## config.mk

```make
export PLATFORM = sky130hd
export DESIGN_NAME = apb_fll_cfg_master
export DESIGN_NICKNAME = d
export VERILOG_FILES = /design/src/rtl/apb_fll_cfg_master.sv
export SDC_FILE = /design/constraint.sdc
export NUM_CORES = 1
export LEC_CHECK = 0
export CAP_MARGIN = 20
export CORE_UTILIZATION = 48
export DETAILED_ROUTE_END_ITERATION = 8
export GPL_TIMING_DRIVEN = 0
export MAX_ROUTING_LAYER = met4
export PLACE_DENSITY = 0.86
export SLEW_MARGIN = 5
export SYNTH_ARGS = -nofsm -noshare
export SYNTH_HDL_FRONTEND = slang
export SYNTH_SLANG_ARGS = --single-unit
```

## constraint.sdc

```tcl
create_clock -name clk_i -period 3.6 [get_ports clk_i]
set_input_delay 0.9 -clock clk_i [delete_from_list [all_inputs] [get_ports clk_i]]
set_output_delay 0.9 -clock clk_i [all_outputs]
set_load 0.03 [all_outputs]
```

## src/rtl/apb_fll_cfg_master.sv

```systemverilog
// Bridges one APB access into a four-phase req/ack FLL config handshake with a timeout abort.
// Latency: ack sync plus handshake, bounded by TIMEOUT_CYCLES; APB is stalled (pready_o=0) until DONE.
module apb_fll_cfg_master #(
    parameter int ADDR_WIDTH     = 2,
    parameter int DATA_WIDTH     = 32,
    parameter int SYNC_STAGES    = 2,
    parameter int TIMEOUT_CYCLES = 255
) (
    input  logic                  clk_i,
    input  logic                  rst_ni,
    input  logic                  psel_i,
    input  logic                  penable_i,
    input  logic                  pwrite_i,
    input  logic [31:0]           paddr_i,
    input  logic [DATA_WIDTH-1:0] pwdata_i,
    output logic [DATA_WIDTH-1:0] prdata_o,
    output logic                  pready_o,
    output logic                  pslverr_o,
    output logic                  fll_req_o,
    input  logic                  fll_ack_i,
    output logic [ADDR_WIDTH-1:0] fll_addr_o,
    output logic [DATA_WIDTH-1:0] fll_wdata_o,
    input  logic [DATA_WIDTH-1:0] fll_rdata_i,
    output logic                  fll_web_o
);

    localparam int CNT_W = $clog2(TIMEOUT_CYCLES + 1);

    typedef enum logic [1:0] {
        IDLE    = 2'd0,
        REQ     = 2'd1,
        ACK_LOW = 2'd2,
        DONE    = 2'd3
    } state_t;

    state_t                  state;
    logic [SYNC_STAGES-1:0]  ack_sync;
    logic                    ack_s;
    logic [CNT_W-1:0]        cnt;
    logic [DATA_WIDTH-1:0]   rdata_q;
    logic                    timeout;
    logic                    apb_access;
    logic                    unused_paddr;

    // Only the word-select bits of the byte address reach the FLL.
    assign unused_paddr = ^{paddr_i[31:ADDR_WIDTH+2], paddr_i[1:0]};

    assign ack_s      = ack_sync[SYNC_STAGES-1];
    assign timeout    = (cnt == CNT_W'(TIMEOUT_CYCLES - 1));
    assign apb_access = psel_i & penable_i;

    always_ff @(posedge clk_i or negedge rst_ni) begin
        if (!rst_ni) begin
            ack_sync <= '0;
        end else begin
            ack_sync <= {ack_sync[SYNC_STAGES-2:0], fll_ack_i};
        end
    end

    always_ff @(posedge clk_i or negedge rst_ni) begin
        if (!rst_ni) begin
            state       <= IDLE;
            cnt         <= '0;
            rdata_q     <= '0;
            fll_req_o   <= 1'b0;
            fll_addr_o  <= '0;
            fll_wdata_o <= '0;
            fll_web_o   <= 1'b1;
            pready_o    <= 1'b0;
            pslverr_o   <= 1'b0;
            prdata_o    <= '0;
        end else begin
            case (state)
                IDLE: begin
                    // A late ack from an aborted transfer must clear before a new request goes out.
                    if (apb_access && !ack_s) begin
                        state       <= REQ;
                        fll_req_o   <= 1'b1;
                        cnt         <= '0;
                        fll_addr_o  <= paddr_i[ADDR_WIDTH+1:2];
                        fll_wdata_o <= pwdata_i;
                        fll_web_o   <= ~pwrite_i;
                    end
                end
                REQ: begin
                    if (ack_s) begin
                        state     <= ACK_LOW;
                        fll_req_o <= 1'b0;
                        cnt       <= cnt + CNT_W'(1);
                        if (fll_web_o) begin
                            rdata_q <= fll_rdata_i;
                        end
                    end else if (timeout) begin
                        state     <= DONE;
                        fll_req_o <= 1'b0;
                        rdata_q   <= '0;
                        pready_o  <= 1'b1;
                        pslverr_o <= 1'b1;
                        prdata_o  <= '0;
                    end else begin
                        cnt <= cnt + CNT_W'(1);
                    end
                end
                ACK_LOW: begin
                    // The ack edge wins over a timeout landing in the same cycle.
                    if (!ack_s) begin
                        state     <= DONE;
                        pready_o  <= 1'b1;
                        pslverr_o <= 1'b0;
                        prdata_o  <= fll_web_o ? rdata_q : '0;
                    end else if (timeout) begin
                        state     <= DONE;
                        rdata_q   <= '0;
                        pready_o  <= 1'b1;
                        pslverr_o <= 1'b1;
                        prdata_o  <= '0;
                    end else begin
                        cnt <= cnt + CNT_W'(1);
                    end
                end
                DONE: begin
                    state     <= IDLE;
                    pready_o  <= 1'b0;
                    pslverr_o <= 1'b0;
                    prdata_o  <= '0;
                end
                default: begin
                    state <= IDLE;
                end
            endcase
        end
    end

endmodule
```

### Word level (Yosys, flattened, before mapping)

Cells that the tools add are included.

* $add $sub $neg: 1
* multiply operators: 0
* div/mod/pow operators: 0
* $lt $le $gt $ge: 0
* equal/unequal tests: 9
* shifts and indexed selects: 0
* multiplexer cells: 32
* bitwise logic cells: 2
* reductions and logical operators: 12

Operators with widths (number)
* $mux 32: 8
* $pmux 32 s3: 1
* $pmux 32 s2: 1
* $mux 8: 4
* $pmux 8 s3: 1
* $mux 1: 9
* $reduce_and 3->1: 3
* $add 8x1->8 const B: 1
* $eq 8x8->1 const B: 1
* $mux 2: 4
* $pmux 2 s4: 1
* $ne 2x2->1 const B: 3
* $ne 3x3->1 const B: 2
* $pmux 1 s3: 2
* $reduce_bool 3->1: 2
* $eq 2x2->1 const B: 2
* $reduce_and 2->1: 2
* $reduce_bool 2->1: 2
* $eq 2x1->1 const B: 1
* $logic_not 2->1: 1
* $pmux 1 s2: 1
* $and 1x1->1: 1
* $logic_and 1x1->1: 1
* $logic_not 1->1: 1
* $not 1->1: 1

* bits in registers: 114
* bits in latches: 0
* bits in writable memories: 0
* ROM bits: 0
* input bits: 102
* memories kept: 0

### Depth between registers and ports, before layout

Gate-level depths: netlist (run 1).

* depth in word-level cells: 4
* mapped depth: 8
* gate-level depth less buffers: 6

### Worst setup path after synthesis (run 1)

No wires, ideal clock.

* path type: input -> register
* start point: in psel_i
* end point: reg fll_wdata_o[10]
* library setup time: 125 ps
* arrival: 1789 ps
* required time: 3475 ps
* setup slack: 1686 ps
* cell stages on the path: 4
* path buffers: 1
* cell sequence: and3b_1 nand2_2 buf_2 mux2_2

* word-level cells in the longest chain between the ends: 3

Ends and longest elaborated chain
* start, declared: RTL line 11 `input logic psel_i,`
* $and 1x1->1: RTL line 50 `assign apb_access = psel_i & penable_i;`
* $logic_and 1x1->1: RTL line 76 `if (apb_access && !ack_s) begin`
* $reduce_and 2->1 (no source line)
* end signal, assigned: RTL line 81 `fll_wdata_o <= pwdata_i;`
* end, declared: RTL line 22 `output logic [DATA_WIDTH-1:0] fll_wdata_o,`

No other way between the ends.
A chain may end at the register's enable or synchronous reset.

### Final worst setup path (run 1)

* start point: reg fll_web_o
* end point: out fll_web_o

RTL lines
* start, declared: RTL line 24 `output logic fll_web_o`
* start signal, assigned: RTL line 82 `fll_web_o <= ~pwrite_i;`

No word-level cell between the ends.

==> run summary, run 1 <==
The total wire length after detailed routing is between 10000 and 15000 um. The antenna violation net count after detailed routing is 0. The number of distinct library cells after synthesis came out at 40. The portion of the clock cycle consumed by the worst path in the final layout came out at approximately 73%.

The final setup violation count came out at 0. The run finished with clean final reports. The normalized max-slew margin is between 50 and 60%. Tracing the worst setup path back leads to its startpoint at fll_web_o. The setup path with the least slack is of type flop to primary output.

In this run, post-CTS hold repair placed 0 buffers. The final critical path time including I/O delays and setup came out at roughly 2.6 ns. Traced cell by cell, the critical path runs through clkdlybuf4s50_1. Synthesis produced a netlist with a net count of ~440.

The post-route netlist has between 10% and 20% of its cells at a drive strength greater than 1. The detail-routed via count per cell is around 5.6. For this run, the slowest stage of the critical path takes 0.68 ns. The total clock sinks came out at 114. In this run the cell area of the synthesized design comes to 4580 sq um. The total count of max-transition violations in the final report was 0.

The number of register bits inferred by synthesis is ~110. The post-layout instance area is just under 7000 sq um. For this configuration, the core starts out at a cell density of between 40 and 50%. Yosys printed 0 warnings.

The detailed-router iteration count before antenna repair is 5. The data required time at the worst endpoint came out at 2.70 ns. The overall fraction of global-route tracks in use is around a quarter.

Once placement finished, the instance area stood at between 6000 and 7000 sq um. The area of the die came out at just under 10000 sq um. The total count of hold-check failures in the final report is 0. The total number of H-tree levels is 4. For this run, design rule violations remaining after detail routing come to 0. The worst-case IR drop observed on VDD is 0.490 mV.

The worst hold path belongs to the class input pin to asynchronous set/reset pin. The portion of synthesized cell area occupied by the leading cell type came out at 61.7%. The initial antenna violation count is 0. Together, buffers and inverters on the worst path number 1. Clock-pin slew was measured on the worst setup and hold paths at approximately 0.06 ns. The mean instance size in the synthesized netlist came out at around 14 sq um.

In the post-synthesis netlist, the biggest area contributors are sky130_fd_sc_hd__dfrtp_1 62%, sky130_fd_sc_hd__a22o_1 12%, sky130_fd_sc_hd__mux2_2 6.6%, sky130_fd_sc_hd__ha_1 2.5%, sky130_fd_sc_hd__mux2_1 1.7%. The post-detailed-placement half-perimeter wirelength is between 7000 and 8000 um. The largest individual stage delay along the critical path comes from the cell sky130_fd_sc_hd__clkdlybuf4s50_1.

around 170 I/O pins were placed. The root buffer cell chosen for the clock tree is sky130_fd_sc_hd__clkbuf_8. After technology mapping, the gate count stands at approximately 330.

For the pin with the worst max-slew slack, the measured transition is about 0.73 ns. STA classifies the critical path startpoint as a flop. For this design the static power due to leakage is a little over 0.003 uW.

The number of rows in the core area came out at 35. The via count of the first global-routing pass came to roughly 3700. The top fanout value on the critical path is 3. The mean routed wirelength per cell is ~18 um. The port buffer count is 141. The cell type with the largest total area after synthesis is sky130_fd_sc_hd__dfrtp_1. The standard cell core area came out at 9240 sq um. The initial detailed-routing violation count came out at around 160. The number of vias in the routed layout came out at 3530. Setup repair after global routing left no endpoint under its margin. The die extent in y is between 90 and 100 um. The post-route worst hold slack is roughly 0.28 ns.

For this run, the post-layout net count is 604. The data arrival time of the critical path came out at ~1.7 ns. TritonCTS built the clock tree.

STA classifies the critical path endpoint as a primary output. The post-cts repair resize count is 0. The worst-skew pair later-pin latency came out at 0.51 ns. The number of antenna diodes in the final layout is 0. The pin count of the biggest net entering global routing is 81. The clock buffer count from CTS is 17. The utilization of the core after routing came out at 73.5%. Derived from the worst setup path, the maximum achievable clock frequency is 0.379 GHz. In the layout the commonest cells are 140 x sky130_fd_sc_hd__clkdlybuf4s50_1, 113 x sky130_fd_sc_hd__dfrtp_1, 64 x sky130_fd_sc_hd__a22o_1, 27 x sky130_fd_sc_hd__mux2_2, 16 x sky130_fd_sc_hd__clkbuf_16. The horizontal extent of the die is approximately 100 um. The clock tree buffer depth is 2.

After global routing the overflow that remains totals 0. The power density normalized to cell area is slightly above 900 nW/um^2. At the placement stage, the worst setup path has a slack of about 1.0 ns. The number of setup buffers added after CTS came out at 0. The sequential element share of the synthesized area came out at between 60% and 70%. The first-pass GRT wire length came out at between 15000 and 20000 um.

The layout-stage area growth over the synthesis result is 48.2%. Across the routed clock network, the largest skew measured is 0.0126 ns. The placer congestion estimate is roughly 0.85. Once routing completed, OpenROAD measured the worst setup slack at 0.963 ns. Across the run, the number of max-cap violations was 0. The design draws around 6300 uW.

The origin of the critical flop-to-flop path is state[0]. The leading cell type in the layout, fill and taps excluded is sky130_fd_sc_hd__clkdlybuf4s50_1. On the critical path the largest part of the delay comes from buffers and inverters.
[final timing paths]
check	end	slack (ns)	cells past startpoint
worst max-delay path	fll_web_o	0.96	1
worst min-delay path	prdata_o[12]	0.28	1
worst max register to register	prdata_o[9]	1.32	7
worst min register to register	ack_sync[1]	0.36	0
max in group asynchronous	fll_web_o	2.62	2
min in group clk_i	ack_sync[1]	0.36	0
[metrics by stage]
stage	cells	TNS (ns)
after floorplan	332	0
after global placement	602	-279.80
after detailed placement	603	0
after CTS	635	0
after global routing	635	0
final	635	0
[worst reg2reg max path, cell delays in order (launching register included)]
cell and delay (ns):
sky130_fd_sc_hd__dfrtp_1 0.43, sky130_fd_sc_hd__inv_1 0.14, sky130_fd_sc_hd__ha_1 0.17, sky130_fd_sc_hd__clkbuf_1 0.34, sky130_fd_sc_hd__a21oi_1 0.15, sky130_fd_sc_hd__a21oi_1 0.45, sky130_fd_sc_hd__buf_2 0.33, sky130_fd_sc_hd__a22o_1 0.19
[logic make-up after synthesis]
logic type | synth area share (%)
DFF | 62.3
AOI/OAI and AO/OA | 18.8
muxes | 8.57
and+or+nand+nor | 4.86
buffers and inverters | 3.03
adders and majority gates | 2.46
[report_power, final]
part	internal (uW)	total (uW)	switching, uW
Sequential	1790	2110	320
Clock	1120	1730	606
Combinational	1120	2490	1370
Total	4030	6330	2300
[final cells by class]
type | count | area, sq um
clock buffer | 19 | 422
tap | 129 | 161
inverter | 7 | 26.3
fill | 577 | 2450
multi-input combinational | 191 | 1590
clock inverter | 13 | 185
timing repair buffer | 142 | 1440
sequential | 114 | 2850
buffer | 20 | 113
[cells in the mapped netlist]
cell type	n
sky130_fd_sc_hd__o21ai_1	4
sky130_fd_sc_hd__and3b_1	1
sky130_fd_sc_hd__clkbuf_1	5
sky130_fd_sc_hd__nor2b_1	2
sky130_fd_sc_hd__ha_1	9
sky130_fd_sc_hd__mux2_2	27
sky130_fd_sc_hd__a211oi_2	3
sky130_fd_sc_hd__mux2i_1	1
sky130_fd_sc_hd__o211ai_1	1
sky130_fd_sc_hd__o2bb2ai_1	1
sky130_fd_sc_hd__a31oi_1	2
sky130_fd_sc_hd__nand4_4	1
sky130_fd_sc_hd__o22ai_1	1
sky130_fd_sc_hd__nand3b_4	1
sky130_fd_sc_hd__nand2_2	1
sky130_fd_sc_hd__a21oi_1	15
sky130_fd_sc_hd__o21ai_0	12
sky130_fd_sc_hd__a211o_1	2
sky130_fd_sc_hd__nand3_1	1
sky130_fd_sc_hd__mux2_1	7
sky130_fd_sc_hd__nor3_2	1
sky130_fd_sc_hd__nor2_1	10
sky130_fd_sc_hd__dfrtp_1	113
sky130_fd_sc_hd__nand2b_1	2
sky130_fd_sc_hd__buf_6	3
sky130_fd_sc_hd__o21a_1	1
sky130_fd_sc_hd__and3_1	2
sky130_fd_sc_hd__a41oi_1	3
sky130_fd_sc_hd__nor3b_1	1
sky130_fd_sc_hd__a22oi_1	1
sky130_fd_sc_hd__buf_2	12
sky130_fd_sc_hd__a22o_1	64
sky130_fd_sc_hd__nand2_1	7
sky130_fd_sc_hd__and4_1	1
sky130_fd_sc_hd__nor2_4	1
sky130_fd_sc_hd__nor3_1	2
sky130_fd_sc_hd__o31ai_1	2
sky130_fd_sc_hd__dfstp_2	1
sky130_fd_sc_hd__nor4_2	1
sky130_fd_sc_hd__inv_1	7
[routing by layer]
metal	global-route usage [%]	vias up	wire length, um
met2	41.0	146	5750
met3	6.54	20	695
met5	-	-	0
met4	9.39	0	159
li1	-	1572	-
met1	30.1	1792	4940
[state kept, by name (all words and copies together) (netlist names)]
name	cells
rdata_q	32
fll_addr_o	2
prdata_o	32
cnt	8
fll_wdata_o	32
pready_o	1
fll_req_o	1
fll_web_o	1
ack_sync	2
state	2
pslverr_o	1
Power figures use the tool's default switching activity.
==> run 2: changes to the inputs <==
--- a/config.mk
+++ b/config.mk
@@ -6,11 +6,11 @@
 export NUM_CORES = 1
 export LEC_CHECK = 0
 export CAP_MARGIN = 20
-export CORE_UTILIZATION = 48
+export CORE_UTILIZATION = 44
 export DETAILED_ROUTE_END_ITERATION = 8
 export GPL_TIMING_DRIVEN = 0
 export MAX_ROUTING_LAYER = met4
-export PLACE_DENSITY = 0.86
+export PLACE_DENSITY = 0.8
 export SLEW_MARGIN = 5
 export SYNTH_ARGS = -nofsm -noshare
 export SYNTH_HDL_FRONTEND = slang
==> constraint.sdc (replaced) <==
create_clock -name clk_i -period 2.7 [get_ports clk_i]
set_input_delay 0.675 -clock clk_i [delete_from_list [all_inputs] [get_ports clk_i]]
set_output_delay 0.675 -clock clk_i [all_outputs]
set_load 0.03 [all_outputs]
==> run 2 against run 1 <==
Via count is 3.1% lower; non-clock buffer count grew 1; sequential share of layout area is 0.085 points lower.
==> run summary, run 2 (same netlist as run 1, synthesis figures left out) <==
The flow ran to the end, and the final reports show no timing, DRC or antenna violations. The placement-stage worst setup slack came out at 0.315 ns (-0.691 ns). The met3 routed wirelength came out at 602 um (-13%). The largest registers in the layout are fll_wdata_o x32, prdata_o x32, rdata_q x32.

The critical path buffer and inverter count came out at 1 (unchanged). The number of setup buffers added after CTS came out at 0 (unchanged). The pin count of the biggest net entering global routing was 100 (+23%). The cts-stage hold buffer count is 1 (+1). The peak ir drop on the vdd network is 0.537 mV (+9.5%). Timing would allow up to roughly 0.42 GHz. The initial detailed-routing violation count came to 151 (-6.8%). The data required time at the worst endpoint is 2.03 ns (-0.67 ns). The length in cells of the worst reg-to-reg path came out at 7 (unchanged). The via count of the first global-routing pass is 3531 (-5.5%). The power density normalized to cell area is 1220 nW/um^2 (+31%). The clock buffer count from CTS came to 17 (unchanged).

The number of maximum-capacitance constraint violations came out at 0 (unchanged). The utilization of the core after routing is 68.4% (-5.1 points). The top fanout value on the critical path came out at 3 (unchanged).

The data arrival time of the critical path came out at 1.71 ns (-0.03 ns). The first-pass GRT wire length came out at 17900 um (-2.8%). Traced cell by cell, the critical path runs through clkdlybuf4s50_1. The area growth from synthesis to layout is 48.5%. The antenna violation net count after detailed routing was 0 (unchanged). The total wire length after detailed routing is 10500 um (-9.3%). The port buffer count came out at 141 (unchanged). The remaining global-route overflow is 0 (unchanged). Dividing the final minimum period by the clock period gives around nine tenths. The post-cts repair resize count is 0 (unchanged).

For this design, the slowest cell found on the critical path is sky130_fd_sc_hd__clkdlybuf4s50_1. The post-detailed-placement half-perimeter wirelength is 7250 um (-3.3%). The worst hold path begins at ack_sync[0]. The worst-skew pair later-pin latency came out at 0.50 ns (about the same). After detailed routing, no signal wire sits above met4. The placer congestion estimate is 0.826 (-3.0%). The initial antenna violation count came out at 0 (unchanged). The root buffer cell chosen for the clock tree is sky130_fd_sc_hd__clkbuf_8. The share of total power in the clock network came out at 27.2% (about the same). The top cell types in the final layout, fill and taps aside, are 140 x sky130_fd_sc_hd__clkdlybuf4s50_1, 113 x sky130_fd_sc_hd__dfrtp_1, 64 x sky130_fd_sc_hd__a22o_1, 27 x sky130_fd_sc_hd__mux2_2, 16 x sky130_fd_sc_hd__clkbuf_16. The number of rows in the core area was 36 (+2.9%). The kind of cell with the highest combined delay along the critical path is buffers and inverters. The share of total power in combinational logic is 39.4% (about the same). The critical path's largest stage delay is 0.67 ns (about the same). The net switching power came to 2990 uW (+30%). The number of fillers in the final layout is 731 (+27%). The overall fraction of global-route tracks in use is 21.4% (-3.8 points). The effective utilization at floorplan is 46.0% (-3.6 points). The share of layout cells above drive strength 1 is 17.0% (+0.36 points). The min-delay analysis places its worst path in the category flop to flop. The post-route worst hold slack is 0.371 ns (+0.0940 ns). The standard cell core area is 9950 sq um (+7.7%). The number of vias in the routed layout is 3422 (-3.1%). The area after detailed placement came out at 6190 sq um (about the same).

The wire length on met2 is 4870 um (-15%). The setup clock skew after layout came out at 0.00898 ns (-0.00367 ns). The boundary pin count is 172 (unchanged). The leakage power summed over all cells came to 0.00307 uW (+0.26%). The DRC violations left came out at 0 (unchanged).

The total number of H-tree levels is 4 (unchanged). The total clock sinks is 114 (unchanged). The clock tree buffer depth is 2 (unchanged). The worst register-to-register path ends at prdata_o[29]. The final worst-path setup slack came out at 0.315 ns (-0.648 ns). The switching share of power came out at 36.0% (-0.35 points). The clock-pin slew of the registers on the worst-case setup and hold paths came out at 0.06 ns (about the same). The total count of hold-check failures in the final report is 0 (unchanged).

The worst hold path cell count came out at 0. The area of the die came to 10800 sq um (+8.9%). Setup repair after global routing left no endpoint under its margin. The final net count came out at 605 (+0.17%). The leading cell type in the layout, fill and taps excluded is sky130_fd_sc_hd__clkdlybuf4s50_1. The detail-routed via count per cell is 5.35 (-3.8%). TritonCTS built the clock tree. The die extent in y came to 104 um (+4.4%).

The met1 wire length is 4930 um (-0.14%). The worst setup path is launched from a flop. The normalized max-slew margin is 51.2% (+0.61 points). The post-layout instance area came out at 6810 sq um (+0.20%).

The slew at the pin closest to its max-slew limit came out at 0.724 ns (-0.0111 ns). The part of the total power dissipated in sequential elements is 33.4% (about the same). The setup path with the least slack is of type flop to primary output.

The mean routed wirelength per cell came out at 16.4 um (-10%). The antenna diode count came out at 0 (unchanged). The origin of the critical flop-to-flop path is state[0].

The worst path in the final design needs a cycle of approximately 2.4 ns, including I/O delays and setup. The path with the worst hold slack has its endpoint at ack_sync[1]. The horizontal extent of the die is 104 um (+4.4%). The detailed-router iteration count before antenna repair is 5 (unchanged). The final setup violation count came out at 0 (unchanged). The total count of max-transition violations in the final report came out at 0 (unchanged). STA classifies the critical path endpoint as a primary output. The internal power contribution came out at 5310 uW (+32%). The setup slack of the worst register-to-register path came to 0.48 ns (-0.84 ns).
-- run 2: cell types whose count changed in the layout (fill, tap and decap cells not counted) --
cell,change
sky130_fd_sc_hd__clkbuf_1,-2
sky130_fd_sc_hd__clkinv_4,+2
sky130_fd_sc_hd__inv_6,+2
sky130_fd_sc_hd__bufinv_16,-1
sky130_fd_sc_hd__clkbuf_8,+1
sky130_fd_sc_hd__clkinv_2,-1
sky130_fd_sc_hd__clkinvlp_4,-1
sky130_fd_sc_hd__dlygate4sd3_1,+1
-- run 2: worst max path at each step --
stage | start | to | slack (ns) | cells after the start
after floorplan | state[0] | prdata_o[0] | 0.91 | 8
after global placement | rst_ni | rdata_q[20] | -3.21 | 1
after detailed placement | psel_i | fll_wdata_o[16] | 0.32 | 5
after CTS | fll_web_o | fll_web_o | 0.28 | 1
after global routing | fll_web_o | fll_web_o | 0.27 | 1
final | fll_web_o | fll_web_o | 0.31 | 1
-- run 2: worst reg2reg max path: stages (launching register included) --
cell	delay (ns)
sky130_fd_sc_hd__dfrtp_1	0.43
sky130_fd_sc_hd__inv_1	0.16
sky130_fd_sc_hd__ha_1	0.16
sky130_fd_sc_hd__clkbuf_1	0.33
sky130_fd_sc_hd__a21oi_1	0.15
sky130_fd_sc_hd__a21oi_1	0.42
sky130_fd_sc_hd__buf_2	0.33
sky130_fd_sc_hd__a22o_1	0.18
-- run 2: final cells by class --
type | instances | area [sq um] | area share [%]
flip-flops and latches | 114 | 2850 | 41.9
multi-input cells | 191 | 1590 | 23.4
repair buffers | 143 | 1450 | 21.3
clock buffers | 18 | 428 | 6.29
clock inverters | 14 | 178 | 2.61
well taps | 133 | 166 | 2.45
plain buffers | 20 | 113 | 1.65
inverters | 7 | 26.3 | 0.386
-- run 2: routing by layer --
layer  GRT usage (%)  vias to the layer above
met5               -                        -
met4            4.90                        0
met3            6.64                        6
met2            31.1                      123
met1            29.4                     1722
li1                -                     1571
-- run 2: power by group through the flow --
stage / clock, uW / sequential, uW / combinational, uW
floorplan: 0 / 3580 / 1120
global placement: 0 / 2760 / 3210
detailed placement: 0 / 2790 / 3280
CTS: 2290 / 2770 / 3290
global route: 2380 / 2860 / 3480
finish: 2250 / 2770 / 3270
-- run 2: per-stage QoR --
step / setup TNS (ns) / total power (uW) / std cells
finish: 0 / 8300 / 640
global route: 0 / 8720 / 640
CTS: 0 / 8360 / 640
detailed placement: 0 / 6070 / 607
global placement: -363.68 / 5970 / 606
floorplan: 0 / 4700 / 332
